### config.mk
export PLATFORM = sky130hd
export DESIGN_NAME = regfile_write_arbiter_flat
export DESIGN_NICKNAME = d
export VERILOG_FILES = /design/src/rtl/regfile_write_arbiter_if.sv /design/src/rtl/regfile_write_arbiter.sv /design/src/flat_wrapper.sv
export SDC_FILE = /design/constraint.sdc
export NUM_CORES = 1
export LEC_CHECK = 0
export CAP_MARGIN = 25
export CORE_MARGIN = 4
export CORE_UTILIZATION = 35
export DETAILED_ROUTE_END_ITERATION = 10
export HOLD_SLACK_MARGIN = 0.08
export MAX_ROUTING_LAYER = met4
export PLACE_DENSITY_LB_ADDON = 0.3
export SYNTH_ARGS = -nofsm -noshare
export SYNTH_HDL_FRONTEND = slang
export SYNTH_SLANG_ARGS = --single-unit
### constraint.sdc
create_clock -name clock -period 1.78 [get_ports clock]
set_input_delay 0.356 -clock clock [delete_from_list [all_inputs] [get_ports clock]]
set_output_delay 0.356 -clock clock [all_outputs]
set_load 0.005 [all_outputs]
### src/rtl/regfile_write_arbiter_if.sv
// Writeback request channels, register-file write port and pending scoreboard
// shared between the requesters (master) and the write arbiter (slave).
interface regfile_write_arbiter_if #(
  parameter int DATA_W = 16,
  parameter int REG_AW = 3
);
  localparam int NREG = 2 ** REG_AW;

  logic              req0_valid;
  logic              req0_ready;
  logic [REG_AW-1:0] req0_reg;
  logic [DATA_W-1:0] req0_data;

  logic              req1_valid;
  logic              req1_ready;
  logic [REG_AW-1:0] req1_reg;
  logic [DATA_W-1:0] req1_data;

  logic              regWrite;
  logic [REG_AW-1:0] writeRegister;
  logic [DATA_W-1:0] writeData;
  logic [NREG-1:0]   pending;

  modport master (
    output req0_valid, req0_reg, req0_data,
    output req1_valid, req1_reg, req1_data,
    input  req0_ready, req1_ready,
    input  regWrite, writeRegister, writeData, pending
  );

  modport slave (
    input  req0_valid, req0_reg, req0_data,
    input  req1_valid, req1_reg, req1_data,
    output req0_ready, req1_ready,
    output regWrite, writeRegister, writeData, pending
  );
endinterface

### src/rtl/regfile_write_arbiter.sv
// Two-requester register-file write arbiter: one holding buffer per requester,
// oldest-first commit through a registered write port, pending-write scoreboard.
module regfile_write_arbiter #(
  parameter int DATA_W = 16,
  parameter int REG_AW = 3
) (
  input logic                   clock,
  input logic                   reset,
  regfile_write_arbiter_if.slave bus
);
  localparam int NREG = 2 ** REG_AW;

  logic              full0_q, full0_d;
  logic [REG_AW-1:0] reg0_q, reg0_d;
  logic [DATA_W-1:0] data0_q, data0_d;
  logic              full1_q, full1_d;
  logic [REG_AW-1:0] reg1_q, reg1_d;
  logic [DATA_W-1:0] data1_q, data1_d;
  logic              older1_q, older1_d;
  logic              we_q, we_d;
  logic [REG_AW-1:0] wreg_q, wreg_d;
  logic [DATA_W-1:0] wdata_q, wdata_d;

  logic grant0, grant1, ready0, ready1, acc0, acc1;
  logic [NREG-1:0] pending_w;

  // Grants look only at buffer state, so ready never depends on valid.
  assign grant0 = full0_q & (~full1_q | ~older1_q);
  assign grant1 = full1_q & (~full0_q | older1_q);
  assign ready0 = ~full0_q | grant0;
  assign ready1 = ~full1_q | grant1;
  assign acc0   = bus.req0_valid & ready0;
  assign acc1   = bus.req1_valid & ready1;

  always_comb begin
    full0_d  = full0_q;
    reg0_d   = reg0_q;
    data0_d  = data0_q;
    full1_d  = full1_q;
    reg1_d   = reg1_q;
    data1_d  = data1_q;
    older1_d = older1_q;
    we_d     = grant0 | grant1;
    wreg_d   = wreg_q;
    wdata_d  = wdata_q;

    if (grant0) begin
      full0_d = 1'b0;
      wreg_d  = reg0_q;
      wdata_d = data0_q;
    end
    if (grant1) begin
      full1_d = 1'b0;
      wreg_d  = reg1_q;
      wdata_d = data1_q;
    end

    // A refill in the same edge as the grant keeps the buffer full.
    if (acc0) begin
      full0_d = 1'b1;
      reg0_d  = bus.req0_reg;
      data0_d = bus.req0_data;
    end
    if (acc1) begin
      full1_d = 1'b1;
      reg1_d  = bus.req1_reg;
      data1_d = bus.req1_data;
    end

    if (acc0 && acc1) begin
      older1_d = 1'b0;
    end else if (acc1) begin
      older1_d = ~full0_q | grant0;
    end else if (acc0) begin
      older1_d = full1_q & ~grant1;
    end
  end

  always_ff @(posedge clock or negedge reset) begin
    if (!reset) begin
      full0_q  <= 1'b0;
      reg0_q   <= '0;
      data0_q  <= '0;
      full1_q  <= 1'b0;
      reg1_q   <= '0;
      data1_q  <= '0;
      older1_q <= 1'b0;
      we_q     <= 1'b0;
      wreg_q   <= '0;
      wdata_q  <= '0;
    end else begin
      full0_q  <= full0_d;
      reg0_q   <= reg0_d;
      data0_q  <= data0_d;
      full1_q  <= full1_d;
      reg1_q   <= reg1_d;
      data1_q  <= data1_d;
      older1_q <= older1_d;
      we_q     <= we_d;
      wreg_q   <= wreg_d;
      wdata_q  <= wdata_d;
    end
  end

  // Scoreboard: a register is pending while buffered or in the output stage.
  for (genvar gi = 0; gi < NREG; gi++) begin : g_pend
    assign pending_w[gi] = (full0_q && (reg0_q == REG_AW'(gi))) ||
                           (full1_q && (reg1_q == REG_AW'(gi))) ||
                           (we_q    && (wreg_q == REG_AW'(gi)));
  end

  assign bus.req0_ready    = ready0;
  assign bus.req1_ready    = ready1;
  assign bus.regWrite      = we_q;
  assign bus.writeRegister = wreg_q;
  assign bus.writeData     = wdata_q;
  assign bus.pending       = pending_w;
endmodule

### src/flat_wrapper.sv
// flat-port wrapper written by rule: the top's interface ports become plain ports
module regfile_write_arbiter_flat 
#(
  parameter int DATA_W = 16,
  parameter int REG_AW = 3
)
  (clock, reset, bus_req0_valid, bus_req0_reg, bus_req0_data, bus_req1_valid, bus_req1_reg, bus_req1_data, bus_req0_ready, bus_req1_ready, bus_regWrite, bus_writeRegister, bus_writeData, bus_pending);
  regfile_write_arbiter_if #(.DATA_W(DATA_W), .REG_AW(REG_AW)) bus_i ();
  input logic clock;
  input logic reset;
  input wire logic [$bits(bus_i.req0_valid)-1:0] bus_req0_valid;
  input wire logic [$bits(bus_i.req0_reg)-1:0] bus_req0_reg;
  input wire logic [$bits(bus_i.req0_data)-1:0] bus_req0_data;
  input wire logic [$bits(bus_i.req1_valid)-1:0] bus_req1_valid;
  input wire logic [$bits(bus_i.req1_reg)-1:0] bus_req1_reg;
  input wire logic [$bits(bus_i.req1_data)-1:0] bus_req1_data;
  output wire logic [$bits(bus_i.req0_ready)-1:0] bus_req0_ready;
  output wire logic [$bits(bus_i.req1_ready)-1:0] bus_req1_ready;
  output wire logic [$bits(bus_i.regWrite)-1:0] bus_regWrite;
  output wire logic [$bits(bus_i.writeRegister)-1:0] bus_writeRegister;
  output wire logic [$bits(bus_i.writeData)-1:0] bus_writeData;
  output wire logic [$bits(bus_i.pending)-1:0] bus_pending;
  assign bus_i.req0_valid = bus_req0_valid;
  assign bus_i.req0_reg = bus_req0_reg;
  assign bus_i.req0_data = bus_req0_data;
  assign bus_i.req1_valid = bus_req1_valid;
  assign bus_i.req1_reg = bus_req1_reg;
  assign bus_i.req1_data = bus_req1_data;
  assign bus_req0_ready = bus_i.req0_ready;
  assign bus_req1_ready = bus_i.req1_ready;
  assign bus_regWrite = bus_i.regWrite;
  assign bus_writeRegister = bus_i.writeRegister;
  assign bus_writeData = bus_i.writeData;
  assign bus_pending = bus_i.pending;
  regfile_write_arbiter #(.DATA_W(DATA_W), .REG_AW(REG_AW)) u_core (.clock(clock), .reset(reset), .bus(bus_i));
endmodule
# Word-level counts from Yosys, hierarchy flattened

Index checks and enable logic that the tools add are counted.
W data, S select, Z words.

Input port bits: 42
Word-level logic and storage cells: 104
Output and inout bits: 30
Bits in registers: 61

Eq/ne operators: 21
Multiplexer cells: 11
Bitwise logic cells: 14
Reduce and logical (&&, ||, !) cells: 48

Operators by type and width:

| cell                 | count |
|---|---|
| $eq A3 B3 Y1 const B | 12 |
| $mux W16             | 2 |
| $logic_and A1 B1 Y1  | 25 |
| $eq A3 B2 Y1 const B | 6 |
| $logic_or A1 B1 Y1   | 16 |
| $eq A3 B1 Y1 const B | 3 |
| $logic_not A3 Y1     | 3 |
| $mux W1              | 7 |
| $mux W3              | 2 |
| $reduce_bool A2 Y1   | 3 |
| $and A1 B1 Y1        | 5 |
| $or A1 B1 Y1         | 5 |
| $not A1 Y1           | 4 |
| $reduce_bool A3 Y1   | 1 |

# Depth between registers and ports, before layout

Gate-level depths: netlist (run 1).

Depth in word-level cells: 8
Mapped depth: 5
Gate-level depth less buffers: 3

# Least setup slack after synthesis (run 1)

OpenSTA, ideal clock, no wires.

Path kind: register to output
Start: reg u_core.full1_q
End: out bus_pending[3]
Buffers on the path: 2
Arrival time: 1.058 ns
Required time: 1.424 ns
Stages on the path, launching flop included: 6
Slack: 0.366 ns
Path through: dfrtp_1 buf_6 buf_2 nor2b_1 nand3_1 o311ai_0

Cells in the longest elaborated chain, start to end: 3

RTL lines:

| item                   | RTL line                     | RTL |
|---|---|---|
| from (decl)            | regfile_write_arbiter.sv:16  | `logic full1_q, full1_d;` |
| from (signal assigned) | regfile_write_arbiter.sv:95  | `full1_q <= full1_d;` |
| $logic_and A1 B1 Y1    | regfile_write_arbiter.sv:108 | `(full1_q && (reg1_q == REG_AW'(gi))) \|\|` |
| $logic_or A1 B1 Y1     | regfile_write_arbiter.sv:107 | `assign pending_w[gi] = (full0_q && (reg0_q == REG_AW'(gi))) \|\|` |
| $logic_or A1 B1 Y1     | regfile_write_arbiter.sv:108 |  |
| to (decl)              | flat_wrapper.sv:22           | `output wire logic [$bits(bus_i.pending)-1:0] bus_pending;` |

No other way between the ends.

# Final worst setup path (run 1)

Start: reg u_core.wreg_q[0] (netlist: u_core.bus.writeRegister[0])
End: out bus_pending[2]

Cells in the longest elaborated chain, start to end: 3

RTL lines:

| item                   | RTL line                     | RTL |
|---|---|---|
| from (decl)            | regfile_write_arbiter.sv:21  | `logic [REG_AW-1:0] wreg_q, wreg_d;` |
| from (signal assigned) | regfile_write_arbiter.sv:100 | `wreg_q <= wreg_d;` |
| $eq A3 B2 Y1           | regfile_write_arbiter.sv:109 | `(we_q && (wreg_q == REG_AW'(gi)));` |
| $logic_and A1 B1 Y1    | regfile_write_arbiter.sv:109 |  |
| $logic_or A1 B1 Y1     | regfile_write_arbiter.sv:108 |  |

No other way between the ends.

==> metrics.txt, run 1 <==
status complete, no violations; final setup vio count 0; layout cells sized above 1 0.4656; Crit path depth 4; Vias/cell 5.217; first-pass GRT wire length roughly 12 mm; worst-path maximum fanout 2; Die Wd roughly 96 um; clock-pin slew on the worst setup and hold paths 0.07 ns; vias between 2,000 and 2,500; Syn Inst Count approximately 210; Least-Margin Pin Slew roughly 0.45 ns; Post-Syn Area 0.002701 mm2; initial core utilization 0.3666; CP Launch Type flip-flop; DR pass1 iterations 4; final setup margin 0.003268 ns; RSZ-0062 raised after global routing yes; largest net degree at the start of global routing 26; critical path type reg2out; post-layout instance area 0.004138 mm2; syn_area_per_cell between 10 and 15 um2; nature of the critical path endpoint output pin; aggregate routed wire length 7.464 mm; dpl cell area roughly 0.0036 mm2; ant diodes 0; final core utilization 0.5615; Pwr Total 0.004575 W; Synth Area in Compound Gates 0.1107; Top cell by count, worst path buf_4; reg2reg start u_core.full1_q; largest stage delay on the critical path 0.40 ns; vias in the first global route 2,326; Hold Crit Class in2async; Leak 1.746 nW; largest family of logic cells by synthesized area multiplexers; Clock Tree Buf Depth 2; FMAX approximately 560 MHz; Combinational Power Share 0.319; Synth warnings 0; xor/xnor share of the synthesized area 0; critical path's slowest cell dfrtp_2; site row count 31; routed len/inst 17.81 um; critical path data arrival time between 1 and 1.5 ns; Clock Skew 0.005947 ns; clock network fraction of design power 0.278; dpl hpwl between 4 and 5 mm; CP Cell Sequence buf_4 -> buf_4 -> o31ai_2 -> buf_2; core area 0.007370 mm2; worst slack, placed -0.01453 ns; Die H roughly 96 um; total track usage 0.1783; H-Tree Depth 3; Yosys reg bits 61; Synth Area in Adders 0; Area growth syn-to-layout 53.17%; fin. max-slew vios 0; Sw Share 0.2773; Worst EP required 1.42 ns; Seq pwr share 0.403; Die ar. 0.009187 mm2; Period Utilization, post-route 0.9982; Starting DRT DRC Count 96; total I/O pin count 72; DRC 0; fin cells 419; fillers 632; root buf cell clkbuf_8; Clock Latency Late Sink approximately 0.33 ns; initial antenna violation count 0; DRT antenna net count 0; Syn Nets 247; Cell Pwr Density 1106 mW/mm2; Critical R2R Capture u_core.data0_q[10]; R2R cell count 6; slew margin rel. 0.6971; Seq/Total Area, Yosys 0.5651; cts bufs inserted 9; post-synthesis mux area share 0.1626; Buf+Inv Stages, Crit Path 3; GR Overflow Total 0; Routability Congestion between 0.8 and 0.9; flop2flop setup slack ~0.06 ns; Placed Instances 384; clock sinks 61; Final Hold Vio Count 0; Pint 0.003306 W; Unique masters post-synth 28; port bufs 71; CP endpoint bus_pending[2]; CP top delay family buffers and inverters; Max Cap Viol 0; Tmin final 1.777 ns; Nets 357; Worst VDD drop approximately 540 uV; Setup crit start u_core.bus.writeRegister[0]; CTS tree built; simple-gate share of the synthesized area 0.1302; switching power between 0.001 and 0.0015 W
[cell usage in the layout (no fill, tap or decap), types with 2 or more instances in the layout]
master	count
clkdlybuf4s15_1	2
clkbuf_8	12
nor2_1	3
nand4_1	3
dfrtp_1	53
o221a_2	19
inv_1	3
buf_12	2
a22oi_2	2
nand3_1	10
nand2_4	3
nand3b_1	4
nor2b_4	5
mux2_2	39
clkbuf_2	3
o311ai_2	2
clkdlybuf4s50_1	59
dfrtp_2	8
buf_2	6
nand2_1	7
buf_4	29
or3_1	17
clkinv_2	3
buf_6	7
nor2b_1	2
[power groups by stage]
stage | Sequential, W | Combinational (W) | Clock [W]
final | 0.00185 | 0.00146 | 0.00127
after global routing | 0.00188 | 0.00157 | 0.00137
after CTS | 0.00184 | 0.00138 | 0.00131
after detailed placement | 0.00186 | 0.00123 | 0
after global placement | 0.00186 | 0.00121 | 0
after floorplan | 0.00182 | 0.000554 | 0
[layout make-up]
cell class / count / area, um2 / share of cell area
clock buffers: 12 / 165.2 / 0.03992
clock inverters: 4 / 45.04 / 0.01089
inverters: 3 / 11.26 / 0.002721
multi-input cells: 129 / 1212 / 0.2930
flip-flops and latches: 61 / 1536 / 0.3713
well taps: 99 / 123.9 / 0.02994
repair buffers: 111 / 1044 / 0.2522
[state kept, by name (all words and copies together) (netlist names)]
signal                    count
u_core.bus.regWrite           1
u_core.bus.writeData         16
u_core.bus.writeRegister      3
u_core.data0_q               16
u_core.data1_q               16
u_core.full0_q                1
u_core.full1_q                1
u_core.older1_q               1
u_core.reg0_q                 3
u_core.reg1_q                 3
[cell families after synthesis]
logic type	count (synthesis)
compound gates	30
buf+inv	15
flops	61
mux	39
simple gates	60
[per-stage QoR]
step | setup TNS (ns) | hold WS, ns
global placement | 0 | 0.3230
detailed placement | -0.02132 | 0.3277
finish | 0 | 0.4988
global route | -0.5951 | 0.5285
CTS | -0.07731 | 0.4907
floorplan | 0 | 0.06041
[worst min path at each step]
stage	from	end	slack, ns
detailed placement	reset	u_core.data0_q[3]	0.33
global route	u_core.data0_q[6]	u_core.data0_q[6]	0.53
finish	reset	u_core.data0_q[3]	0.50
floorplan	reset	u_core.bus.regWrite	0.06
CTS	reset	u_core.data0_q[3]	0.49
global placement	reset	u_core.data0_q[2]	0.32
[cells in the mapped netlist, drive strengths merged]
master  count  area, um2
mux2       39      439.2
or2         1      6.260
nor2b       7      43.79
nand2      11      58.81
o221a      19      214.0
nand3      10      50.05
nand2b      1      6.260
or2b        1      7.510
or3        17      106.4
nor2        4      15.01
nand4b      1      8.760
a32oi       1      8.760
o31ai       2      15.01
clkbuf      4      15.01
o211ai      1      7.510
nand4       3      18.77
a211o       1      8.760
buf         8      58.80
a22oi       2      15.01
dfrtp      61       1526
o311ai      2      17.52
o21ai       1      5.000
o21bai      1      7.510
nand3b      4      30.03
inv         3      11.26
[metal layers]
layer | vias up | GRT usage | routed length [um]
met3 | 18 | 0.03440 | 440
met5 | - | - | 0
met4 | 0 | 0.09242 | 198
met2 | 72 | 0.2745 | 3675
li1 | 994 | - | -
met1 | 1102 | 0.2236 | 3149
[repair_timing]
item	CTS	global route
pin swaps	3	5
cloned	1	0
hold buffers	1	0
setup buffers	17	3
endpoints found under the hold margin	16	0
gates resized for setup	57	22
setup endpoints to repair	12	14
(Power assumes the default switching activity.)
==> run 2: changes to the inputs <==
- REMOVE_ABC_BUFFERS: default -> 1
==> run 2 against run 1 <==
Maximum frequency up 0.86%. Via count down 2.6%. Hold slack worse by 0.0070 ns. Largest power group unchanged. Critical path type unchanged. Non-clock buffer count down 6. Sequential share of layout area up 0.98 points. Largest cell class unchanged. Critical path depth up 1. Count of clock-buffer cells in the layout up 3. Power down 4.6%.
==> metrics.txt, run 2 (synthesis gave the netlist of run 1 again) <==
DR pass1 iterations 4 (unchanged); total track usage 0.1693 (was 0.1783); Worst VDD drop 600.4 uV (was 540.0 uV); Tmin final 1.762 ns (was 1.777 ns); root buf cell clkbuf_8 (unchanged); DRC 0 (unchanged); CP Launch Type flip-flop (unchanged); vias in the first global route 2,268 (was 2,326); critical path type reg2out (unchanged); Die H 95.85 um (unchanged); Leak 1.680 nW (was 1.746 nW); H-Tree Depth 3 (unchanged); ant diodes 0 (unchanged); critical path data arrival time 1.41 ns (was 1.42 ns); first-pass GRT wire length 11.34 mm (was 11.82 mm); Hold Crit Class in2async (unchanged); Nets 351 (was 357); Routability Congestion 0.9210 (was 0.8625); RSZ-0062 raised after global routing yes (unchanged); largest net degree at the start of global routing 28 (was 26); CTS tree built (unchanged); Max Cap Viol 0 (unchanged); fillers 654 (was 632); nature of the critical path endpoint output pin (unchanged); vias 2,129 (was 2,186); reg2reg start u_core.full0_q (was u_core.full1_q); layout cells sized above 1 0.4377 (was 0.4656); R2R cell count 6 (unchanged); initial antenna violation count 0 (unchanged); final setup vio count 0 (unchanged); Reg area 0.001530 mm2 (was 0.001536 mm2); Worst EP required 1.42 ns (about the same); Vias/cell 5.167 (was 5.217); slew margin rel. 0.7112 (was 0.6971); Clock Latency Late Sink 0.33 ns (about the same); Cell Pwr Density 1087 mW/mm2 (was 1106 mW/mm2); Die ar. 0.009187 mm2 (unchanged); most frequent cells in the layout clkdlybuf4s50_1 (58), dfrtp_1 (58), mux2_2 (39) (was clkdlybuf4s50_1 (59), dfrtp_1 (53), mux2_2 (39)); aggregate routed wire length 7.097 mm (was 7.464 mm); Final Hold Slack 0.4917 ns (was 0.4988 ns); Period Utilization, post-route 0.9897 (was 0.9982); final core utilization 0.5448 (was 0.5615); initial core utilization 0.3666 (unchanged); site row count 31 (unchanged); Pwr Total 0.004366 W (was 0.004575 W); dpl hpwl 4.709 mm (was 4.522 mm); port bufs 71 (unchanged); Setup crit start u_core.full0_q (was u_core.bus.writeRegister[0]); clock-pin slew on the worst setup and hold paths 0.07 ns (about the same); clock sinks 61 (unchanged); Area growth syn-to-layout 48.63% (was 53.17%); Placed Instances 387 (was 384); multi-input logic area 0.001182 mm2 (was 0.001212 mm2); fin cells 412 (was 419); Starting DRT DRC Count 123 (was 96); GR Overflow Total 0 (unchanged); fin. max-slew vios 0 (unchanged); Die Wd 95.85 um (unchanged); FMAX 567.7 MHz (was 562.8 MHz); Clock Tree Buf Depth 2 (unchanged); cts bufs inserted 9 (unchanged); routed len/inst 17.23 um (was 17.81 um); Final Hold Vio Count 0 (unchanged); worst-path maximum fanout 8 (was 2); status complete, no violations (unchanged); DRT antenna net count 0 (unchanged); core area 0.007370 mm2 (unchanged); Least-Margin Pin Slew 0.4331 ns (was 0.4544 ns); Fin Setup TNS 0 ns (unchanged); total I/O pin count 72 (unchanged); Clock Skew 0.008506 ns (was 0.005947 ns)
==> run 2: cell types whose count changed in the layout (fill, tap and decap cells not counted), sizes merged <==
cell | before | now
bufbuf | 1 | 0
dlygate4sd2 | 1 | 3
clkdlybuf4s50 | 59 | 58
clkdlybuf4s15 | 2 | 1
clkbuf | 15 | 17
buf | 44 | 40
clkinv | 3 | 0
bufinv | 1 | 0
==> run 2: path summary, 6_finish.rpt <==
check / to / slack, ns
hold reg to reg: u_core.data0_q[9] / 0.51
hold / removal: u_core.data0_q[12] / 0.49
max in group asynchronous: u_core.reg0_q[0] / 0.78
setup / recovery: bus_pending[4] / 0.02
setup reg to reg: u_core.data1_q[2] / 0.11
min in group clock: u_core.data0_q[9] / 0.51
==> run 2: cell type report <==
type / instances / area share
sequential: 61 / 0.3811
inverter: 3 / 0.002805
clock buffer: 15 / 0.04892
timing repair buffer: 105 / 0.2418
tap: 99 / 0.03085
multi-input combinational: 129 / 0.2945
==> run 2: repair_timing <==
| item | in CTS | in global routing |
|---|---|---|
| hold buffers | 1 | 0 |
| resized for setup | 48 | 20 |
| pin swaps | 0 | 3 |
| hold endpoints to repair | 15 | 0 |
| setup buffers | 9 | 1 |
| setup endpoints to repair | 11 | 7 |
==> run 2: layer usage <==
layer	share of wire	wire length, um	global-route usage
met5	0	0	-
met4	0.018	125	0.07583
met3	0.052	369	0.03127
met2	0.50	3542	0.2687
met1	0.43	3060	0.2113
==> run 2: report_power, final <==
group | total (W) | internal (W) | switching (W)
Sequential | 0.00184 | 0.00166 | 0.000186
Clock | 0.00119 | 0.000690 | 0.000497
Combinational | 0.00134 | 0.000822 | 0.000516
Total | 0.00437 | 0.00317 | 0.00120
==> run 2: metrics by stage <==
step / worst slack, ns / cell area, um2
final: 0.01842 / 4015
after global routing: -0.07498 / 4015
after CTS: -0.02917 / 3960
after detailed placement: -0.05214 / 3662
after global placement: 0.02963 / 3662
after floorplan: 0.1112 / 2628
==> run 2: worst max-delay path: stages, from the launching register on <==
cell	delay (ns)
dfrtp_1	0.41
buf_8	0.14
buf_6	0.13
a32oi_2	0.18
o31ai_1	0.09
buf_2	0.13
